File: config.mk
export PLATFORM = sky130hd
export DESIGN_NAME = i2c_slave_if
export DESIGN_NICKNAME = d
export VERILOG_FILES = /design/src/rtl/i2c_slave_if.sv
export SDC_FILE = /design/constraint.sdc
export NUM_CORES = 1
export LEC_CHECK = 0
export ABC_AREA = 1
export CORE_UTILIZATION = 65
export DETAILED_ROUTE_END_ITERATION = 8
export DONT_BUFFER_PORTS = 1
export MAX_ROUTING_LAYER = met4
export PLACE_DENSITY = 0.91
export SLEW_MARGIN = 10
export SYNTH_ARGS = -nofsm -noshare
export SYNTH_HDL_FRONTEND = slang
export SYNTH_SLANG_ARGS = --single-unit
export TNS_END_PERCENT = 5
File: constraint.sdc
create_clock -name clk_i -period 4.8 [get_ports clk_i]
set_input_delay 0.24 -clock clk_i [delete_from_list [all_inputs] [get_ports clk_i]]
set_output_delay 0.24 -clock clk_i [all_outputs]
set_load 0.005 [all_outputs]
File: src/rtl/i2c_slave_if.sv
`timescale 1ns/1ps
`default_nettype none
// ============================================================================
// Module  : i2c_slave_if
// Brief   : I2C slave at a fixed 7-bit address backed by a 16-byte memory.
// Rev     : 1.0
// ============================================================================
module i2c_slave_if #(
   parameter int                        I2C_ADDR_WIDTH = 7,
   parameter int                        I2C_DATA_WIDTH = 8,
   parameter logic [I2C_ADDR_WIDTH-1:0] SLAVE_ADDRESS  = 7'h22
) (
   input  logic                      clk_i,
   input  logic                      rst_i,
   input  logic                      scl_i,
   input  logic                      sda_i,
   output logic                      sda_oe,
   output logic                      busy,
   output logic                      xfer_valid,
   output logic                      xfer_rw,
   output logic [I2C_DATA_WIDTH-1:0] xfer_data
);

   typedef enum logic [2:0] {
      S_IDLE, S_ADDR, S_ADDR_ACK, S_WR_DATA, S_WR_ACK, S_RD_DATA, S_RD_ACK, S_WAIT_STOP
   } state_t;

   state_t                    state_q, state_d;
   logic [2:0]                scl_q, sda_q;
   logic [2:0]                cnt_q, cnt_d;
   logic [I2C_DATA_WIDTH-1:0] sr_q, sr_d;
   logic [3:0]                ptr_q, ptr_d;
   logic                      phase_q, phase_d;
   logic                      rw_q, rw_d;
   logic                      oe_q, oe_d;
   logic                      busy_q, busy_d;
   logic                      xv_q, xv_d;
   logic                      xrw_q, xrw_d;
   logic [I2C_DATA_WIDTH-1:0] xdata_q, xdata_d;
   logic [I2C_DATA_WIDTH-1:0] mem_q [16];
   logic                      w_mem_we;

   // Index 1 is the synchronized pin, index 2 its previous value.
   logic w_scl_rise, w_scl_fall, w_start, w_stop;
   logic [I2C_DATA_WIDTH-1:0] w_shift_in;
   assign w_scl_rise = scl_q[1] & ~scl_q[2];
   assign w_scl_fall = ~scl_q[1] & scl_q[2];
   assign w_start    = scl_q[1] & scl_q[2] & sda_q[2] & ~sda_q[1];
   assign w_stop     = scl_q[1] & scl_q[2] & ~sda_q[2] & sda_q[1];
   assign w_shift_in = {sr_q[I2C_DATA_WIDTH-2:0], sda_q[1]};

   always_comb begin
      state_d  = state_q;
      cnt_d    = cnt_q;
      sr_d     = sr_q;
      ptr_d    = ptr_q;
      phase_d  = phase_q;
      rw_d     = rw_q;
      oe_d     = oe_q;
      busy_d   = busy_q;
      xv_d     = 1'b0;
      xrw_d    = xrw_q;
      xdata_d  = xdata_q;
      w_mem_we = 1'b0;
      if (w_start) begin
         state_d = S_ADDR;
         cnt_d   = '0;
         ptr_d   = '0;
         phase_d = 1'b0;
         oe_d    = 1'b0;
         busy_d  = 1'b0;
      end else if (w_stop) begin
         state_d = S_IDLE;
         oe_d    = 1'b0;
         busy_d  = 1'b0;
      end else begin
         case (state_q)
            S_ADDR: if (w_scl_rise) begin
               sr_d  = w_shift_in;
               cnt_d = cnt_q + 3'd1;
               if (cnt_q == 3'd7) begin
                  if (w_shift_in[I2C_DATA_WIDTH-1:1] == SLAVE_ADDRESS) begin
                     state_d = S_ADDR_ACK;
                     busy_d  = 1'b1;
                     rw_d    = w_shift_in[0];
                     phase_d = 1'b0;
                  end else begin
                     state_d = S_IDLE;
                  end
               end
            end
            // First falling edge starts the ACK bit, second one ends it.
            S_ADDR_ACK, S_WR_ACK: if (w_scl_fall) begin
               if (!phase_q) begin
                  oe_d    = 1'b1;
                  phase_d = 1'b1;
               end else if (rw_q) begin
                  state_d = S_RD_DATA;
                  sr_d    = mem_q[ptr_q];
                  oe_d    = ~mem_q[ptr_q][I2C_DATA_WIDTH-1];
                  cnt_d   = '0;
               end else begin
                  state_d = S_WR_DATA;
                  oe_d    = 1'b0;
                  cnt_d   = '0;
               end
            end
            S_WR_DATA: if (w_scl_rise) begin
               sr_d  = w_shift_in;
               cnt_d = cnt_q + 3'd1;
               if (cnt_q == 3'd7) begin
                  w_mem_we = 1'b1;
                  ptr_d    = ptr_q + 4'd1;
                  xv_d     = 1'b1;
                  xrw_d    = 1'b0;
                  xdata_d  = w_shift_in;
                  state_d  = S_WR_ACK;
                  phase_d  = 1'b0;
               end
            end
            // Rotating keeps the sent byte intact for the read strobe.
            S_RD_DATA: if (w_scl_fall) begin
               sr_d  = {sr_q[I2C_DATA_WIDTH-2:0], sr_q[I2C_DATA_WIDTH-1]};
               cnt_d = cnt_q + 3'd1;
               if (cnt_q == 3'd7) begin
                  ptr_d   = ptr_q + 4'd1;
                  state_d = S_RD_ACK;
                  oe_d    = 1'b0;
                  phase_d = 1'b0;
               end else begin
                  oe_d = ~sr_q[I2C_DATA_WIDTH-2];
               end
            end
            S_RD_ACK: if (w_scl_rise) begin
               xv_d    = 1'b1;
               xrw_d   = 1'b1;
               xdata_d = sr_q;
               if (sda_q[1]) state_d = S_WAIT_STOP;
               else          phase_d = 1'b1;
            end else if (w_scl_fall && phase_q) begin
               state_d = S_RD_DATA;
               sr_d    = mem_q[ptr_q];
               oe_d    = ~mem_q[ptr_q][I2C_DATA_WIDTH-1];
               cnt_d   = '0;
            end
            S_IDLE, S_WAIT_STOP: ;
            default: state_d = S_IDLE;
         endcase
      end
   end

   always_ff @(posedge clk_i or negedge rst_i) begin
      if (!rst_i) begin
         scl_q   <= '1;
         sda_q   <= '1;
         state_q <= S_IDLE;
         cnt_q   <= '0;
         sr_q    <= '0;
         ptr_q   <= '0;
         phase_q <= 1'b0;
         rw_q    <= 1'b0;
         oe_q    <= 1'b0;
         busy_q  <= 1'b0;
         xv_q    <= 1'b0;
         xrw_q   <= 1'b0;
         xdata_q <= '0;
         for (int i = 0; i < 16; i++) mem_q[i] <= '0;
      end else begin
         scl_q   <= {scl_q[1:0], scl_i};
         sda_q   <= {sda_q[1:0], sda_i};
         state_q <= state_d;
         cnt_q   <= cnt_d;
         sr_q    <= sr_d;
         ptr_q   <= ptr_d;
         phase_q <= phase_d;
         rw_q    <= rw_d;
         oe_q    <= oe_d;
         busy_q  <= busy_d;
         xv_q    <= xv_d;
         xrw_q   <= xrw_d;
         xdata_q <= xdata_d;
         if (w_mem_we) mem_q[ptr_q] <= w_shift_in;
      end
   end

   assign sda_oe     = oe_q;
   assign busy       = busy_q;
   assign xfer_valid = xv_q;
   assign xfer_rw    = xrw_q;
   assign xfer_data  = xdata_q;

endmodule
`default_nettype wire

==> metrics.cfg, run 1 <==
[worst_setup_path]
crit-reg2reg-capture = mem_q[8]
critical_path_arrival_ps = 2830
critical-path-slowest-cell = sky130_fd_sc_hd__dfrtp_2
critical_path.reg2reg.startpoint = ptr_q[0]
setup.worst_path.start = ptr_q[0]
timing_worst_setup_path_type = reg -> reg
crit_path_end = mem_q[8]
cp-end-kind = register
critPathMaxStageDelay_ps = 640
data_required_time_of_the_critical_path_ps = 5110
reg2regPathDepth = 8
timing.critical_path.cells = clkinv_1 -> buf_4 -> ha_1 -> inv_1 -> nor2_8 -> nand2_2 -> nand2_1 -> o21ai_2
timing.reg2reg.setup_slack_ps = 2280
worstSetupStartpointType = register
worst-path-max-fanout = 66

[place]
dp_hpwl_um = 12260
detailedPlace.worstSlack_ps = 2358
place_congestion = 0.9377
io_buffer_count = 0

[timing]
relSlewSlack_pct = 28.89
final-setup-viol-count = 0
tightest_slew_ps = 1063
finalMaxSlewViolations = 0
post-route-min-period_ps = 2518
timing.clock.skew_ps = 6.353
rsz_0062_raised_after_global_routing = no
fin_tns_setup_ps = 0
setup_ws_ps = 2282
min_period_over_period_pct = 52.46
max_freq_mhz = 397.1
hold_viol = 0

[logic_synthesis]
post_synth_num_cell_types = 34
synthesis.instances = 984
mappedNetlistArea_mm2 = 0.008197
yosys_most_used_dff = sky130_fd_sc_hd__dfrtp_1
synth_seq_area_share_pct = 50.77
synth-warning-count = 0
yosys_register_bits = 166
synth_async_sr_flop_share_pct = 100.0
synth_edf_count = 0
syn_area_per_cell_um2 = 8.330
mappedNetlistNets = 994

[run]
timing.max_cap.violations = 0

[grt]
globalRouteOverflowTotal = 0
grt_first_pass_wirelength_um = 33280
grt_pass1_vias = 6582
combined_global_route_utilization_of_all_metal_layers_pct = 34.51
antenna_found_initial = 0
grt_max_degree = 167

[die]
core-area_mm2 = 0.01216
die_h_um = 114.3
num_rows = 40
die_width_um = 114.3
number_of_ports_placed_on_the_die_boundary = 16
initial_core_util_pct = 67.40
die_area_mm2 = 0.01306

[detailed_routing]
number_of_drc_violations_after_detailed_routing_iteration_0 = 829
drt_pre_antenna_iters = 5
postRouteAntennaNets = 0
avgViaCountPerCell = 6.030
drt-total-wl_um = 19910
detailroute.via_count = 6862
detail_route.wl_per_cell_um = 17.50
route.detailed.drc = 0

[final_layout]
final_nets = 967
area_growth_pct = 6.549
num_antenna_cells = 0
layout.cells.most_common = sky130_fd_sc_hd__nand2_1
mostFrequentLayoutCells = sky130_fd_sc_hd__nand2_1 (280), sky130_fd_sc_hd__o21ai_0 (163), sky130_fd_sc_hd__dfrtp_1 (159)
final_layout_size_suffix_gt1_share_pct = 10.93

[clock_network]
clockBufferDepth = 2
post_cts.repair.setup_buffers = 0
cts_htree_levels = 4
clock_tree_sinks = 166
cts_root_cell = sky130_fd_sc_hd__clkbuf_16
cts.clk_slew.worst_paths_ps = 60
cts_tree = built
worstSkewPairLatency_ps = 440
number_of_buffers_created_by_cts = 17

[power]
net-switching-power_uw = 893.8
powerDensity_mw_per_mm2 = 360.1
p_leak_uw = 0.004130
clockPowerShare_pct = 42.7
irDropWorstVdd_mv = 0.2645
seq_power_share_pct = 46.9
p_int_uw = 2251
combPwrFrac_pct = 10.4
switching_share_pct = 28.42

[run_status]
outcome = finished, final reports clean

[worst_hold_path]
hp-class = in -> reg

==> worst min path at each step <==
| stage | from | end | slack (ps) | depth (start not counted) |
|---|---|---|---|---|
| 2_1_floorplan | rst_i | busy | -60 | 0 |
| 3_3_place_gp | rst_i | mem_q[100] | -50 | 0 |
| 3_5_place_dp | rst_i | mem_q[100] | -50 | 0 |
| 4_1_cts | sda_i | sda_q[0] | 340 | 1 |
| 5_1_grt | scl_i | scl_q[0] | 340 | 1 |
| 6_report | sda_i | sda_q[0] | 340 | 1 |
==> per-layer routing <==
layer,vias to the layer above,global-route usage [%],wire length [um]
met2,338,49.86,9075
met1,3280,47.03,8387
met5,-,-,0
met3,64,7.888,1853
li1,3180,-,-
met4,0,14.89,597
==> final cells by class <==
| type | count | area (um2) |
|---|---|---|
| Clock inverter | 15 | 153.9 |
| Timing Repair Buffer | 9 | 95.09 |
| Tap cell | 168 | 210.2 |
| Multi-Input combinational cell | 711 | 3483 |
| Fill cell | 940 | 3428 |
| Inverter | 52 | 202.7 |
| Sequential cell | 166 | 4163 |
| Clock buffer | 17 | 425.4 |
==> per-stage QoR <==
step	instances	cell area, um2	power, uW	utilization [%]	hold WS (ps)
after global placement	1102	8097	1779	66.57	-48.78
after detailed placement	1102	8097	1785	66.57	-51.22
after global routing	1138	8733	3250	71.81	335.1
final	1138	8733	3145	71.81	342.7
after floorplan	984	8197	1685	-	-55.59
after CTS	1138	8733	3148	71.81	337.7
==> cells by family (layout without fill, tap and decap cells) <==
family                     Yosys count  in the layout  synth area share, %
adders and majority gates            6              6               0.9159
buffers and inverters              107             93                6.732
and+or+nand+nor                    449            449                24.42
AOI/OAI and AO/OA                  256            256                17.16
DFF                                166            166                50.77
==> state kept, by name, indices dropped and copies added (netlist names), 3 cells and up <==
| register | cells |
|---|---|
| sda_q | 3 |
| state_q | 3 |
| ptr_q | 4 |
| mem_q | 128 |
| sr_q | 8 |
| cnt_q | 3 |
| xfer_data | 8 |
| scl_q | 3 |
==> Yosys cell counts (2+ instances only) <==
cell type                  instances  area, um2
sky130_fd_sc_hd__a21oi_1          18      90.09
sky130_fd_sc_hd__a31oi_1           8      50.05
sky130_fd_sc_hd__buf_2             9      45.04
sky130_fd_sc_hd__buf_6            17      191.4
sky130_fd_sc_hd__clkbuf_1         27      101.4
sky130_fd_sc_hd__dfrtp_1         160       4004
sky130_fd_sc_hd__dfstp_2           6      157.7
sky130_fd_sc_hd__ha_1              6      75.07
sky130_fd_sc_hd__inv_1            47      176.4
sky130_fd_sc_hd__inv_2             4      15.01
sky130_fd_sc_hd__nand2_1         280       1051
sky130_fd_sc_hd__nand2_2           6      37.54
sky130_fd_sc_hd__nand2_4           5      56.30
sky130_fd_sc_hd__nand3_1          28      140.1
sky130_fd_sc_hd__nand3_2           2      20.02
sky130_fd_sc_hd__nand3_4           6      105.1
sky130_fd_sc_hd__nand4_1           8      50.05
sky130_fd_sc_hd__nor2_1           96      360.4
sky130_fd_sc_hd__nor2_2            4      25.02
sky130_fd_sc_hd__nor2_4            2      22.52
sky130_fd_sc_hd__nor2_8            3      60.06
sky130_fd_sc_hd__nor3_1            5      25.02
sky130_fd_sc_hd__o21ai_0         163      815.8
sky130_fd_sc_hd__o21ai_1          24      120.1
sky130_fd_sc_hd__o21ai_2          24      210.2
sky130_fd_sc_hd__o22ai_1          18      112.6
==> worst max-delay path: cells and delay by family, from the launching register on <==
kind | cells | cell delay [ps]
compound gates | 1 | 70
simple gates | 3 | 640
fa+ha+maj | 1 | 250
flops | 1 | 640
buf+inv | 3 | 770
==> power by group through the flow <==
stage | combinational (uW) | sequential (uW) | clock [uW]
after floorplan | 198 | 1490 | 0
after global placement | 281 | 1500 | 0
after detailed placement | 287 | 1500 | 0
after CTS | 320 | 1470 | 1350
after global routing | 357 | 1480 | 1410
final | 326 | 1480 | 1340
==> repair_timing <==
action,CTS,global route
endpoints found under the hold margin,168,0
gates resized for setup,0,0
hold buffers,4,0
No activity file was read; power rests on OpenSTA's default activity.
==> inputs of run 2 (changes only) <==
- CORE_UTILIZATION: 65 -> 58
- PLACE_DENSITY: 0.91 -> 0.86
- clock period: 4.8 -> 2.3 ns (I/O delays scaled with it)
==> run 2 against run 1 <==
The flow now finishes with violations (negative hold slack). Sequential share of layout area is 0.75 points lower. Combinational power is 94% higher. Hold slack worse by 970 ps. Sequential power is 110% higher. Die area is 12% higher. Largest power group unchanged. Via count is 2.7% lower. Critical endpoint is now sr_q[2]. Cell count is 1.6% higher. Clock-buffer cell count is 3 higher. Routed wire length is 0.90% lower. Core utilization is 7.6 points lower. Critical path depth is 2 higher. Critical path type unchanged.
==> metrics.cfg, run 2 (synthesized netlist as in run 1, its figures left out) <==
[worst_setup_path]
setup.worst_path.start = sda_q[1]
critical_path_arrival_ps = 2410
data_required_time_of_the_critical_path_ps = 2670
critical_path.reg2reg.startpoint = sda_q[1]
timing.reg2reg.setup_slack_ps = 270
crit_path_end = sr_q[2]
crit-reg2reg-capture = sr_q[2]
worstSetupStartpointType = register
timing_worst_setup_path_type = reg -> reg
worst-path-max-fanout = 21
cp-end-kind = register
reg2regPathDepth = 10

[timing]
final-setup-viol-count = 0
finalMaxSlewViolations = 0
tightest_slew_ps = 801.7
fin_tns_setup_ps = 0
min_period_over_period_pct = 88.29
timing.clock.skew_ps = 7.822
hold_viol = 166
fin_worst_hold_slack_ps = -623.9
max_freq_mhz = 492.5
post-route-min-period_ps = 2031
relSlewSlack_pct = 46.49
rsz_0062_raised_after_global_routing = no

[clock_network]
postcts_resize_cnt = 0
clockBufferDepth = 2
hold_buffers = 2
cts_tree = built
cts.clk_slew.worst_paths_ps = 70
post_cts.repair.setup_buffers = 0
clock_tree_sinks = 166
cts_root_cell = sky130_fd_sc_hd__clkbuf_16
number_of_buffers_created_by_cts = 17
cts_htree_levels = 4
worstSkewPairLatency_ps = 430

[grt]
globalRouteOverflowTotal = 0
grt_pass1_vias = 6297
antenna_found_initial = 0
combined_global_route_utilization_of_all_metal_layers_pct = 29.71
grt_max_degree = 167
grt_first_pass_wirelength_um = 32260

[detailed_routing]
detailroute.via_count = 6675
avgViaCountPerCell = 5.774
number_of_drc_violations_after_detailed_routing_iteration_0 = 789
detail_route.wl_per_cell_um = 17.07
route.detailed.drc = 0
drt_pre_antenna_iters = 5
drt-total-wl_um = 19730
postRouteAntennaNets = 0

[final_layout]
layout.cells.most_common = sky130_fd_sc_hd__nand2_1
largest_register_ffs = 128
fillers = 1102
regMostFlops = mem_q
final_nets = 973
area_growth_pct = 8.243
mostFrequentLayoutCells = sky130_fd_sc_hd__nand2_1 (280), sky130_fd_sc_hd__o21ai_0 (163), sky130_fd_sc_hd__dfrtp_1 (159)
num_antenna_cells = 0
postLayoutCoreUtil_pct = 64.17
final_layout_size_suffix_gt1_share_pct = 11.58

[die]
num_rows = 43
number_of_ports_placed_on_the_die_boundary = 16
initial_core_util_pct = 59.28
die_h_um = 120.9
die_area_mm2 = 0.01461
die_width_um = 120.9
core-area_mm2 = 0.01383

[place]
place_congestion = 0.9720
io_buffer_count = 0
dp_hpwl_um = 12390

[power]
irDropWorstVdd_mv = 0.5473
totalPowerFinal_uw = 6775
p_leak_uw = 0.004208
powerDensity_mw_per_mm2 = 763.6

[run_status]
outcome = finished, violations left
violated_checks = negative hold slack

[worst_hold_path]
hp-class = in -> async

[run]
timing.max_cap.violations = 0

==> run 2: changes by cell type in the layout (fill, tap and decap cells not counted), sizes merged <==
cell	previous run	this run
inv	53	56
bufinv	2	3
clkinv	8	5
clkinvlp	4	0
dlygate4sd3	3	2
buf	6	13
clkbuf	17	20
==> run 2: area by class of cell <==
type / instances / area (um2) / area share [%]
Inverter: 52 / 202.7 / 2.285
Timing Repair Buffer: 15 / 167.7 / 1.890
Sequential cell: 166 / 4163 / 46.92
Clock buffer: 20 / 466.7 / 5.260
Multi-Input combinational cell: 711 / 3483 / 39.26
Clock inverter: 12 / 163.9 / 1.847
Tap cell: 180 / 225.2 / 2.538
==> run 2: worst max-delay path, stage by stage (launching register included) <==
cell and delay, ps:
sky130_fd_sc_hd__dfstp_2 590, sky130_fd_sc_hd__inv_2 210, sky130_fd_sc_hd__nand4_2 140, sky130_fd_sc_hd__inv_1 100
sky130_fd_sc_hd__nor2_4 180, sky130_fd_sc_hd__nand2_1 110, sky130_fd_sc_hd__nor2_2 130, sky130_fd_sc_hd__nand2_2 180
sky130_fd_sc_hd__a21oi_1 180, sky130_fd_sc_hd__nand2_1 80, sky130_fd_sc_hd__nand2_1 60
==> run 2: worst min-delay path by stage <==
stage / slack [ps] / end
final: -620 / mem_q[91]
after global routing: -630 / mem_q[20]
after CTS: -630 / mem_q[91]
after detailed placement: -170 / mem_q[28]
after global placement: -170 / mem_q[28]
after floorplan: -180 / busy
==> run 2: routing by layer <==
layer  routed length, um  track usage (%)  part of all wire, %
met5                   0                -                    0
met4                 436            11.11                  2.2
met3                1232            5.169                  6.2
met2                8996            43.57                   46
met1                9068            41.51                   46
==> run 2: where the power goes <==
group / internal [uW] / switching, uW
combinational: 123 / 512
clock: 1820 / 1230
sequential: 2990 / 101
total: 4930 / 1840
==> run 2: metrics by stage <==
stage | instances | instance area (um2) | worst slack, ps | hold slack (ps)
final | 1156 | 8872 | 269.4 | -623.9
after global routing | 1156 | 8872 | 70.26 | -631.5
after CTS | 1156 | 8872 | 289.2 | -634.3
after detailed placement | 1122 | 8222 | 298.3 | -174.0
after global placement | 1122 | 8222 | 313.4 | -171.2
after floorplan | 984 | 8197 | 333.6 | -180.6
